==> config.mk <==
export PLATFORM = sky130hd
export DESIGN_NAME = cl_serial_out_flat
export DESIGN_NICKNAME = d
export VERILOG_FILES = /design/src/rtl/cl_serial_out_if.sv /design/src/rtl/cl_serial_out.sv /design/src/flat_wrapper.sv
export SDC_FILE = /design/constraint.sdc
export NUM_CORES = 1
export LEC_CHECK = 0
export ABC_CLOCK_PERIOD_IN_PS = 2610
export CAP_MARGIN = 5
export CORE_MARGIN = 5
export CORE_UTILIZATION = 29
export DETAILED_ROUTE_END_ITERATION = 8
export GPL_TIMING_DRIVEN = 0
export PLACE_DENSITY = 0.58
export SETUP_SLACK_MARGIN = 0.1
export SKIP_CTS_REPAIR_TIMING = 1
export SYNTH_ARGS = -nofsm -noshare
export SYNTH_HDL_FRONTEND = slang
export SYNTH_SLANG_ARGS = --single-unit
==> constraint.sdc <==
create_clock -name clk_fix -period 2.61 [get_ports clk_fix]
set_input_delay 0.261 -clock clk_fix [delete_from_list [all_inputs] [get_ports clk_fix]]
set_output_delay 0.261 -clock clk_fix [all_outputs]
set_load 0.05 [all_outputs]
==> src/rtl/cl_serial_out_if.sv <==
// Request/status bundle between the register readback logic and the SerTFG transmitter.
interface cl_serial_out_if;
  logic       tx_req;
  logic [1:0] tx_rb;
  logic [7:0] tx_addr;
  logic [7:0] tx_data;
  logic       tx_busy;
  logic       tx_done;

  modport master (output tx_req, tx_rb, tx_addr, tx_data, input  tx_busy, tx_done);
  modport slave  (input  tx_req, tx_rb, tx_addr, tx_data, output tx_busy, tx_done);
endinterface

==> src/rtl/cl_serial_out.sv <==
// Camera Link SerTFG UART transmitter: sends a bank/address/data triple as three
// 8N1 bytes, using the bit period measured by the SerTC receiver.
module cl_serial_out #(
  parameter logic [15:0] DEFAULT_DIV = 16'd433,
  parameter logic [15:0] MIN_DIV     = 16'd3,
  parameter int          GAP_BITS    = 1
) (
  input  logic              clk_fix,
  input  logic              rst_fix,
  input  logic              lvds_swap,
  input  logic [15:0]       measured_baud,
  cl_serial_out_if.slave    tx,
  output logic              cl_sertfg_p,
  output logic              cl_sertfg_n
);

  typedef enum logic [2:0] {S_IDLE, S_START, S_DATA, S_STOP, S_GAP} state_t;

  state_t      state_q, state_d;
  logic [15:0] cnt_q, cnt_d;
  logic [2:0]  bit_q, bit_d;
  logic [1:0]  byte_q, byte_d;
  logic [1:0]  gap_q, gap_d;
  logic        line_q, line_d;
  logic        busy_q, busy_d;
  logic        done_q, done_d;

  logic [1:0]  rb_q, rb_d;
  logic [7:0]  addr_q, addr_d;
  logic [7:0]  data_q, data_d;
  logic [15:0] div_q, div_d;
  logic [7:0]  sh_q, sh_d;

  logic [15:0] eff_div;
  logic [7:0]  cur_byte;
  logic        last_clk;
  logic        byte_end;

  assign eff_div  = (measured_baud < MIN_DIV) ? DEFAULT_DIV : measured_baud;
  assign last_clk = (cnt_q == 16'd0);

  // Same packing as the host write protocol so one decoder serves both directions.
  always_comb begin
    case (byte_q)
      2'd0:    cur_byte = {addr_q[3:0], rb_q, 2'b01};
      2'd1:    cur_byte = {data_q[1:0], addr_q[7:4], 2'b11};
      default: cur_byte = {data_q[7:2], 2'b11};
    endcase
  end

  // State and control registers
  always_ff @(posedge clk_fix or posedge rst_fix) begin
    if (rst_fix) begin
      state_q <= S_IDLE;
      cnt_q   <= '0;
      bit_q   <= '0;
      byte_q  <= '0;
      gap_q   <= '0;
      line_q  <= 1'b1;
      busy_q  <= 1'b0;
      done_q  <= 1'b0;
    end else begin
      state_q <= state_d;
      cnt_q   <= cnt_d;
      bit_q   <= bit_d;
      byte_q  <= byte_d;
      gap_q   <= gap_d;
      line_q  <= line_d;
      busy_q  <= busy_d;
      done_q  <= done_d;
    end
  end

  // Frame payload registers (only meaningful while busy)
  always_ff @(posedge clk_fix) begin
    rb_q   <= rb_d;
    addr_q <= addr_d;
    data_q <= data_d;
    div_q  <= div_d;
    sh_q   <= sh_d;
  end

  // Next-state logic
  always_comb begin
    state_d  = state_q;
    cnt_d    = cnt_q;
    bit_d    = bit_q;
    byte_d   = byte_q;
    gap_d    = gap_q;
    rb_d     = rb_q;
    addr_d   = addr_q;
    data_d   = data_q;
    div_d    = div_q;
    sh_d     = sh_q;
    byte_end = 1'b0;

    case (state_q)
      S_IDLE: begin
        if (tx.tx_req) begin
          state_d = S_START;
          rb_d    = tx.tx_rb;
          addr_d  = tx.tx_addr;
          data_d  = tx.tx_data;
          div_d   = eff_div;
          cnt_d   = eff_div;
          byte_d  = 2'd0;
        end
      end
      S_START: begin
        if (last_clk) begin
          state_d = S_DATA;
          cnt_d   = div_q;
          bit_d   = 3'd7;
          sh_d    = cur_byte;
        end else begin
          cnt_d = cnt_q - 16'd1;
        end
      end
      S_DATA: begin
        if (last_clk) begin
          cnt_d = div_q;
          if (bit_q == 3'd0) begin
            state_d = S_STOP;
          end else begin
            bit_d = bit_q - 3'd1;
            sh_d  = {1'b0, sh_q[7:1]};
          end
        end else begin
          cnt_d = cnt_q - 16'd1;
        end
      end
      S_STOP: begin
        if (last_clk) begin
          if (GAP_BITS > 0) begin
            state_d = S_GAP;
            gap_d   = 2'(GAP_BITS - 1);
            cnt_d   = div_q;
          end else begin
            byte_end = 1'b1;
          end
        end else begin
          cnt_d = cnt_q - 16'd1;
        end
      end
      S_GAP: begin
        if (last_clk) begin
          if (gap_q == 2'd0) begin
            byte_end = 1'b1;
          end else begin
            gap_d = gap_q - 2'd1;
            cnt_d = div_q;
          end
        end else begin
          cnt_d = cnt_q - 16'd1;
        end
      end
      default: state_d = S_IDLE;
    endcase

    if (byte_end) begin
      if (byte_q == 2'd2) begin
        state_d = S_IDLE;
      end else begin
        state_d = S_START;
        byte_d  = byte_q + 2'd1;
        cnt_d   = div_q;
      end
    end
  end

  // Output logic: registered line value derived from the state being entered
  always_comb begin
    case (state_d)
      S_START: line_d = 1'b0;
      S_DATA:  line_d = sh_d[0];
      default: line_d = 1'b1;
    endcase
    busy_d = (state_d != S_IDLE);
    done_d = (state_q != S_IDLE) && (state_d == S_IDLE);
  end

  assign tx.tx_busy = busy_q;
  assign tx.tx_done = done_q;

  // The LVDS_33 OBUFDS pad pair is bound to this p/n pair at the IO ring.
  assign cl_sertfg_p = line_q ^ lvds_swap;
  assign cl_sertfg_n = ~(line_q ^ lvds_swap);

endmodule
==> src/flat_wrapper.sv <==
// flat-port wrapper written by rule: the top's interface ports become plain ports
module cl_serial_out_flat 
#(
  parameter logic [15:0] DEFAULT_DIV = 16'd433,
  parameter logic [15:0] MIN_DIV     = 16'd3,
  parameter int          GAP_BITS    = 1
)
  (clk_fix, rst_fix, lvds_swap, measured_baud, cl_sertfg_p, cl_sertfg_n, tx_tx_req, tx_tx_rb, tx_tx_addr, tx_tx_data, tx_tx_busy, tx_tx_done);
  cl_serial_out_if tx_i ();
  input  logic clk_fix;
  input  logic rst_fix;
  input  logic lvds_swap;
  input  logic [15:0] measured_baud;
  output logic cl_sertfg_p;
  output logic cl_sertfg_n;
  input wire logic [$bits(tx_i.tx_req)-1:0] tx_tx_req;
  input wire logic [$bits(tx_i.tx_rb)-1:0] tx_tx_rb;
  input wire logic [$bits(tx_i.tx_addr)-1:0] tx_tx_addr;
  input wire logic [$bits(tx_i.tx_data)-1:0] tx_tx_data;
  output wire logic [$bits(tx_i.tx_busy)-1:0] tx_tx_busy;
  output wire logic [$bits(tx_i.tx_done)-1:0] tx_tx_done;
  assign tx_i.tx_req = tx_tx_req;
  assign tx_i.tx_rb = tx_tx_rb;
  assign tx_i.tx_addr = tx_tx_addr;
  assign tx_i.tx_data = tx_tx_data;
  assign tx_tx_busy = tx_i.tx_busy;
  assign tx_tx_done = tx_i.tx_done;
  cl_serial_out #(.DEFAULT_DIV(DEFAULT_DIV), .MIN_DIV(MIN_DIV), .GAP_BITS(GAP_BITS)) u_core (.clk_fix(clk_fix), .rst_fix(rst_fix), .lvds_swap(lvds_swap), .measured_baud(measured_baud), .tx(tx_i), .cl_sertfg_p(cl_sertfg_p), .cl_sertfg_n(cl_sertfg_n));
endmodule
======== Yosys cells after proc, flatten, opt, wreduce, memory -nomap -nowiden ========
Cells that the tools add are included.
word-level totals
  register bits after elaboration ......... 71
  bits of input ports ..................... 38
  output and inout port bits .............. 4
  logic and storage cells ................. 87
cells by class
  add/sub/neg operators ................... 4
  order comparisons ....................... 1
  equality and inequality tests ........... 14
  multiplexer cells ....................... 37
  bitwise logic cells ..................... 2
  reductions and logical operators ........ 15
operators with widths
  operator                 count
  $mux W16                 7
  $pmux W16 S3             1
  $pmux W8 S2              2
  $mux W3                  9
  $mux W8                  3
  $logic_not A16 Y1        1
  $lt A16 B2 Y1 const B    1
  $sub A16 B1 Y16 const B  1
  $pmux W3 S5              1
  $mux W2                  7
  $eq A3 B2 Y1 const B     3
  $logic_not A3 Y1         3
  $ne A2 B1 Y1 const B     4
  $reduce_and A4 Y1        2
  $eq A3 B1 Y1 const B     2
  $pmux W3 S2              1
  $reduce_bool A3 Y1       2
  $logic_not A2 Y1         2
  $mux W1                  4
  $ne A2 B2 Y1 const B     2
  $pmux W2 S2              1
  $reduce_bool A2 Y1       2
  $eq A3 B3 Y1 const B     1
  $reduce_or A3 Y1         1
  10 further kinds         10

======== Depth between registers and ports, before layout ========
  depth in word-level cells ............... 7
  depth in mapped cells ................... 9
  mapped depth without buffers ............ 8

======== Worst setup path before layout ========
OpenSTA, ideal clock, no wires.
  path kind ............................... register -> register
  from .................................... register u_core.state_q[0]
  to ...................................... register u_core.cnt_q[7]
  library setup time ...................... 0.116 ns
  data arrival time ....................... 2.448 ns
  required time ........................... 2.494 ns
  setup slack ............................. 0.046 ns
  stages on the path, launching flop included .. 8
  path buffers ............................ 2
  period minus slack after synthesis ...... 2.564 ns
  cells stage by stage .................... dfrtp_1 buf_2 nor2_1 nand3b_1 clkinv_1 clkbuf_1 a22oi_1 o311ai_0
on the way
  word-level cells in the longest chain between the ends .. 5
  elaborated cells on any way between the ends .. 10
  classes of those cells .................. eq/ne (4); mux (4); reduce/logical (2)
RTL lines
  what                                          RTL line              text
  from (decl)                                   cl_serial_out.sv:19   state_t state_q, state_d;
  from (signal assigned)                        cl_serial_out.sv:63   state_q <= state_d;
  $eq A3 B1 Y1 or $eq A3 B2 Y1 (tied branches)  cl_serial_out.sv:97   case (state_q)
  $reduce_or A3 Y1 (no line)                    --
  $pmux W16 S3                                  cl_serial_out.sv:97
  $mux W16                                      cl_serial_out.sv:161  if (byte_q == 2'd2) begin
  $mux W16 (*)                                  cl_serial_out.sv:160  if (byte_end) begin
  via u_core.cnt_d[7]                           cl_serial_out.sv:20   logic [15:0] cnt_q, cnt_d;
  to (signal assigned)                          cl_serial_out.sv:64   cnt_q <= cnt_d;
  to (decl)                                     cl_serial_out.sv:20
Mark *: on every way through the listed nets, which the timed path passes. The rest lies on a longest branch.
A chain may end at the register's enable or synchronous reset.

======== Worst setup path in the final report ========
  from .................................... register u_core.state_q[1]
  to ...................................... register u_core.cnt_q[6]
The elaborated chain is that of the path after synthesis.

==> results.py <==
metrics = {
    "yosys": {
        "synth_nets": 380,
        "synth.most_common_cell": "edfxtp_1",
        "synth.area.top_cells": "edfxtp_1, dfrtp_1, o21ai_0, mux2i_1, nor2_1",
        "synth-edff-count": 41,
        "synth_cell_type_count": 64,
        "synth.avg_cell_area_um2": 10.7,
        "synth_compound_area_share_pct": 15.9,
        "synthMuxAreaShare_pct": 3.04,
        "ys_seq_elements": 71,
        "syn_area_um2": 3620,
        "ys_warn_count": 0,
        "synthFlopType": "edfxtp_1",
        "ys_seq_area_share_pct": 54.7,
        "synth_top_family_by_area": "simple AND/OR/NAND/NOR gates",
        "synth_top_area_cell": "edfxtp_1",
        "synth_fa_ha_area_share_pct": 1.73,
        "synth_commonest_cells": "edfxtp_1, o21ai_0, dfrtp_1",
        "synth-simple-area-share_pct": 18.0,
        "yosysTopAreaCellShare_pct": 34.0,
        "async_flop_share_pct": 40.8,
        "syn_inst": 337,
        "synth_xor_area_share_pct": 1.94,
    },
    "timing": {
        "finalSetupViolations": 0,
        "worstMarginPinSlew_ns": 0.720,
        "setup_slack_ns": 0.252,
        "max_freq_mhz": 424,
        "hold_viol_final": 0,
        "period_share_pct": 90.4,
        "slew_headroom_pct": 51.3,
        "period_needed_ns": 2.36,
        "fin_skew_ns": 0.00992,
        "rsz0062_at_grt": "no",
        "drv_slew": 0,
        "finalSetupTns_ns": 0,
    },
    "route": {
        "wire_per_inst_um": 15.4,
        "finalWirelength_um": 8690,
        "ant_nets": 0,
        "drt_iter0_drc": 235,
        "vias": 2830,
        "routed_via_density": 5.03,
        "first_pass_iters": 5,
        "post-route-drc-count": 0,
    },
    "grt": {
        "grt_pass1_vias": 2760,
        "use_met2_pct": 18.5,
        "met1_usage_pct": 17.8,
        "antenna_found_initial": 0,
        "grt_max_degree": 44,
        "grtUsageMet3_pct": 1.39,
        "busiest_layer": "met2",
        "grt_pass1_wl_um": 14400,
        "grt_remaining_overflow": 0,
        "grt_usage_pct": 12.4,
    },
    "power_and_ir_drop": {
        "switching_power_uw": 1280,
        "sw_frac_of_total_pct": 31.5,
        "p_leak_uw": 0.00165,
        "power_frac_seq_pct": 39.1,
        "clockPowerShare_pct": 35.0,
        "power.density_nw_per_um2": 869,
        "ir_worst_vdd_mv": 0.355,
        "intPower_uw": 2770,
        "combinationalPowerShare_pct": 25.9,
    },
    "placed_design": {
        "routabilityCongestion": 0.915,
        "placed_cells": 546,
        "post-place-ws_ns": -0.193,
        "portBuffers": 41,
        "dp_hpwl_um": 6040,
        "dpl_cell_area_um2": 4240,
    },
    "cells_and_area": {
        "final_design_area_no_fill_um2": 4660,
        "antenna_cells": 0,
        "n_fill_cell": 1213,
        "fin_nets": 433,
        "fin_cells": 563,
        "layout-drive-gt1-share_pct": 10.9,
        "area_growth_pct": 28.9,
    },
    "clock_network": {
        "clk_latency_ns": 0.34,
        "ctsHtreeMaxLevel": 3,
        "clkTransAtPathRegs_ns": 0.06,
        "cts_tree": "yes",
        "cts.sink_count": 71,
        "clockBufferDepth": 2,
        "numCtsBuffers": 9,
        "cts-root-buf": "clkbuf_16",
    },
    "worst_setup_path": {
        "crit_fanout": 10,
        "start_kind": "flop",
        "crit_type": "flop to flop",
        "endpoint_kind": "flop",
        "crit_required_ns": 2.86,
        "cp.arrival_ns": 2.61,
    },
    "run": {
        "maxCapViolations": 0,
    },
    "die": {
        "die_height_um": 122,
        "die_x_um": 122,
        "ios": 42,
        "die_area_um2": 14800,
        "rows": 40,
        "coreArea_um2": 12100,
        "initial_utilization_pct": 29.9,
    },
    "status": {
        "outcome": "finished clean",
    },
    "hold_path": {
        "hold_class": "primary input to asynchronous set/reset pin",
    },
}
-- state kept, by name, summed over array words and instances (netlist names), named ones only --
signal and count:
u_core.cnt_q 16, u_core.div_q 16, u_core.addr_q 8, u_core.data_q 8, u_core.sh_q 8, u_core.bit_q 3
u_core.state_q 3, u_core.gap_q 2, u_core.rb_q 2, u_core.byte_q 1, u_core.line_q 1, u_core.tx.tx_busy 1
u_core.tx.tx_done 1
-- cell usage in the layout, fill, tap and decap left out, types with 8 or more instances in the layout --
master           instances
dfrtp_1                 28
nand2b_1                 8
nor2_1                  25
edfxtp_1                41
nand2_1                 21
nor3_1                  12
inv_1                   10
mux2i_1                 11
clkbuf_1                21
o21ai_0                 28
nor4_1                   8
clkbuf_16                9
clkdlybuf4s50_1         41
a21oi_1                 14
-- cell type report --
type	instances	area (um^2)	share of cell area, %
sequential	71	1980	42.4
multi-input combinational	225	1520	32.5
clock inverter	5	106	2.28
inverter	12	45.0	0.966
timing repair buffer	43	445	9.55
buffer	28	128	2.74
tap	168	210	4.51
clock buffer	11	233	4.99
-- routing by layer --
metal	wire length, um	up-vias	part of all wire [%]
met3	287	12	3.3
met5	0	-	0
met2	3890	61	45
met1	4340	1386	50
li1	-	1371	-
met4	180	0	2.1
-- kinds of logic after synthesis --
group,count (synthesis)
AO/OA/AOI/OAI,88
AND/OR/NAND/NOR,113
XOR/XNOR,8
flip-flops,71
buffers and inverters,41
multiplexers,11
adder cells (fa/ha/maj),5
-- power groups by stage --
stage / Combinational (uW) / Clock, uW / Sequential (uW)
after floorplan: 718 / 0 / 1560
after global placement: 989 / 0 / 1580
after detailed placement: 1020 / 0 / 1580
after CTS: 1020 / 1440 / 1560
after global routing: 1170 / 1480 / 1610
final: 1050 / 1420 / 1580
-- worst max-delay path: stages, from the launching register on --
cell      delay [ns]
dfrtp_1         0.36
clkbuf_1        0.21
or3b_2          0.55
o21bai_1        0.20
a21oi_2         0.34
buf_2           0.31
a22oi_1         0.16
o211ai_1        0.14
-- stage by stage --
step	power, uW	hold slack [ns]	utilization (%)
6_report	4050	0.203	38.5
5_1_grt	4270	0.242	38.5
4_1_cts	4020	0.462	37.8
3_5_place_dp	2600	0.453	35.0
3_3_place_gp	2570	0.448	35.0
2_1_floorplan	2280	0.338	-
-- final timing paths --
kind                       slack, ns              start  depth (start not counted)               end
setup reg to reg                0.25  u_core.state_q[1]                          7   u_core.cnt_q[6]
hold reg to reg                 0.46   u_core.div_q[13]                          2  u_core.cnt_q[13]
hold / removal                  0.20            rst_fix                          2   u_core.cnt_q[0]
setup / recovery                0.25  u_core.state_q[1]                          7   u_core.cnt_q[6]
max in group asynchronous       1.90            rst_fix                          3     u_core.line_q
min in group clk_fix            0.46   u_core.div_q[13]                          2  u_core.cnt_q[13]
(Power assumes the default switching activity.)
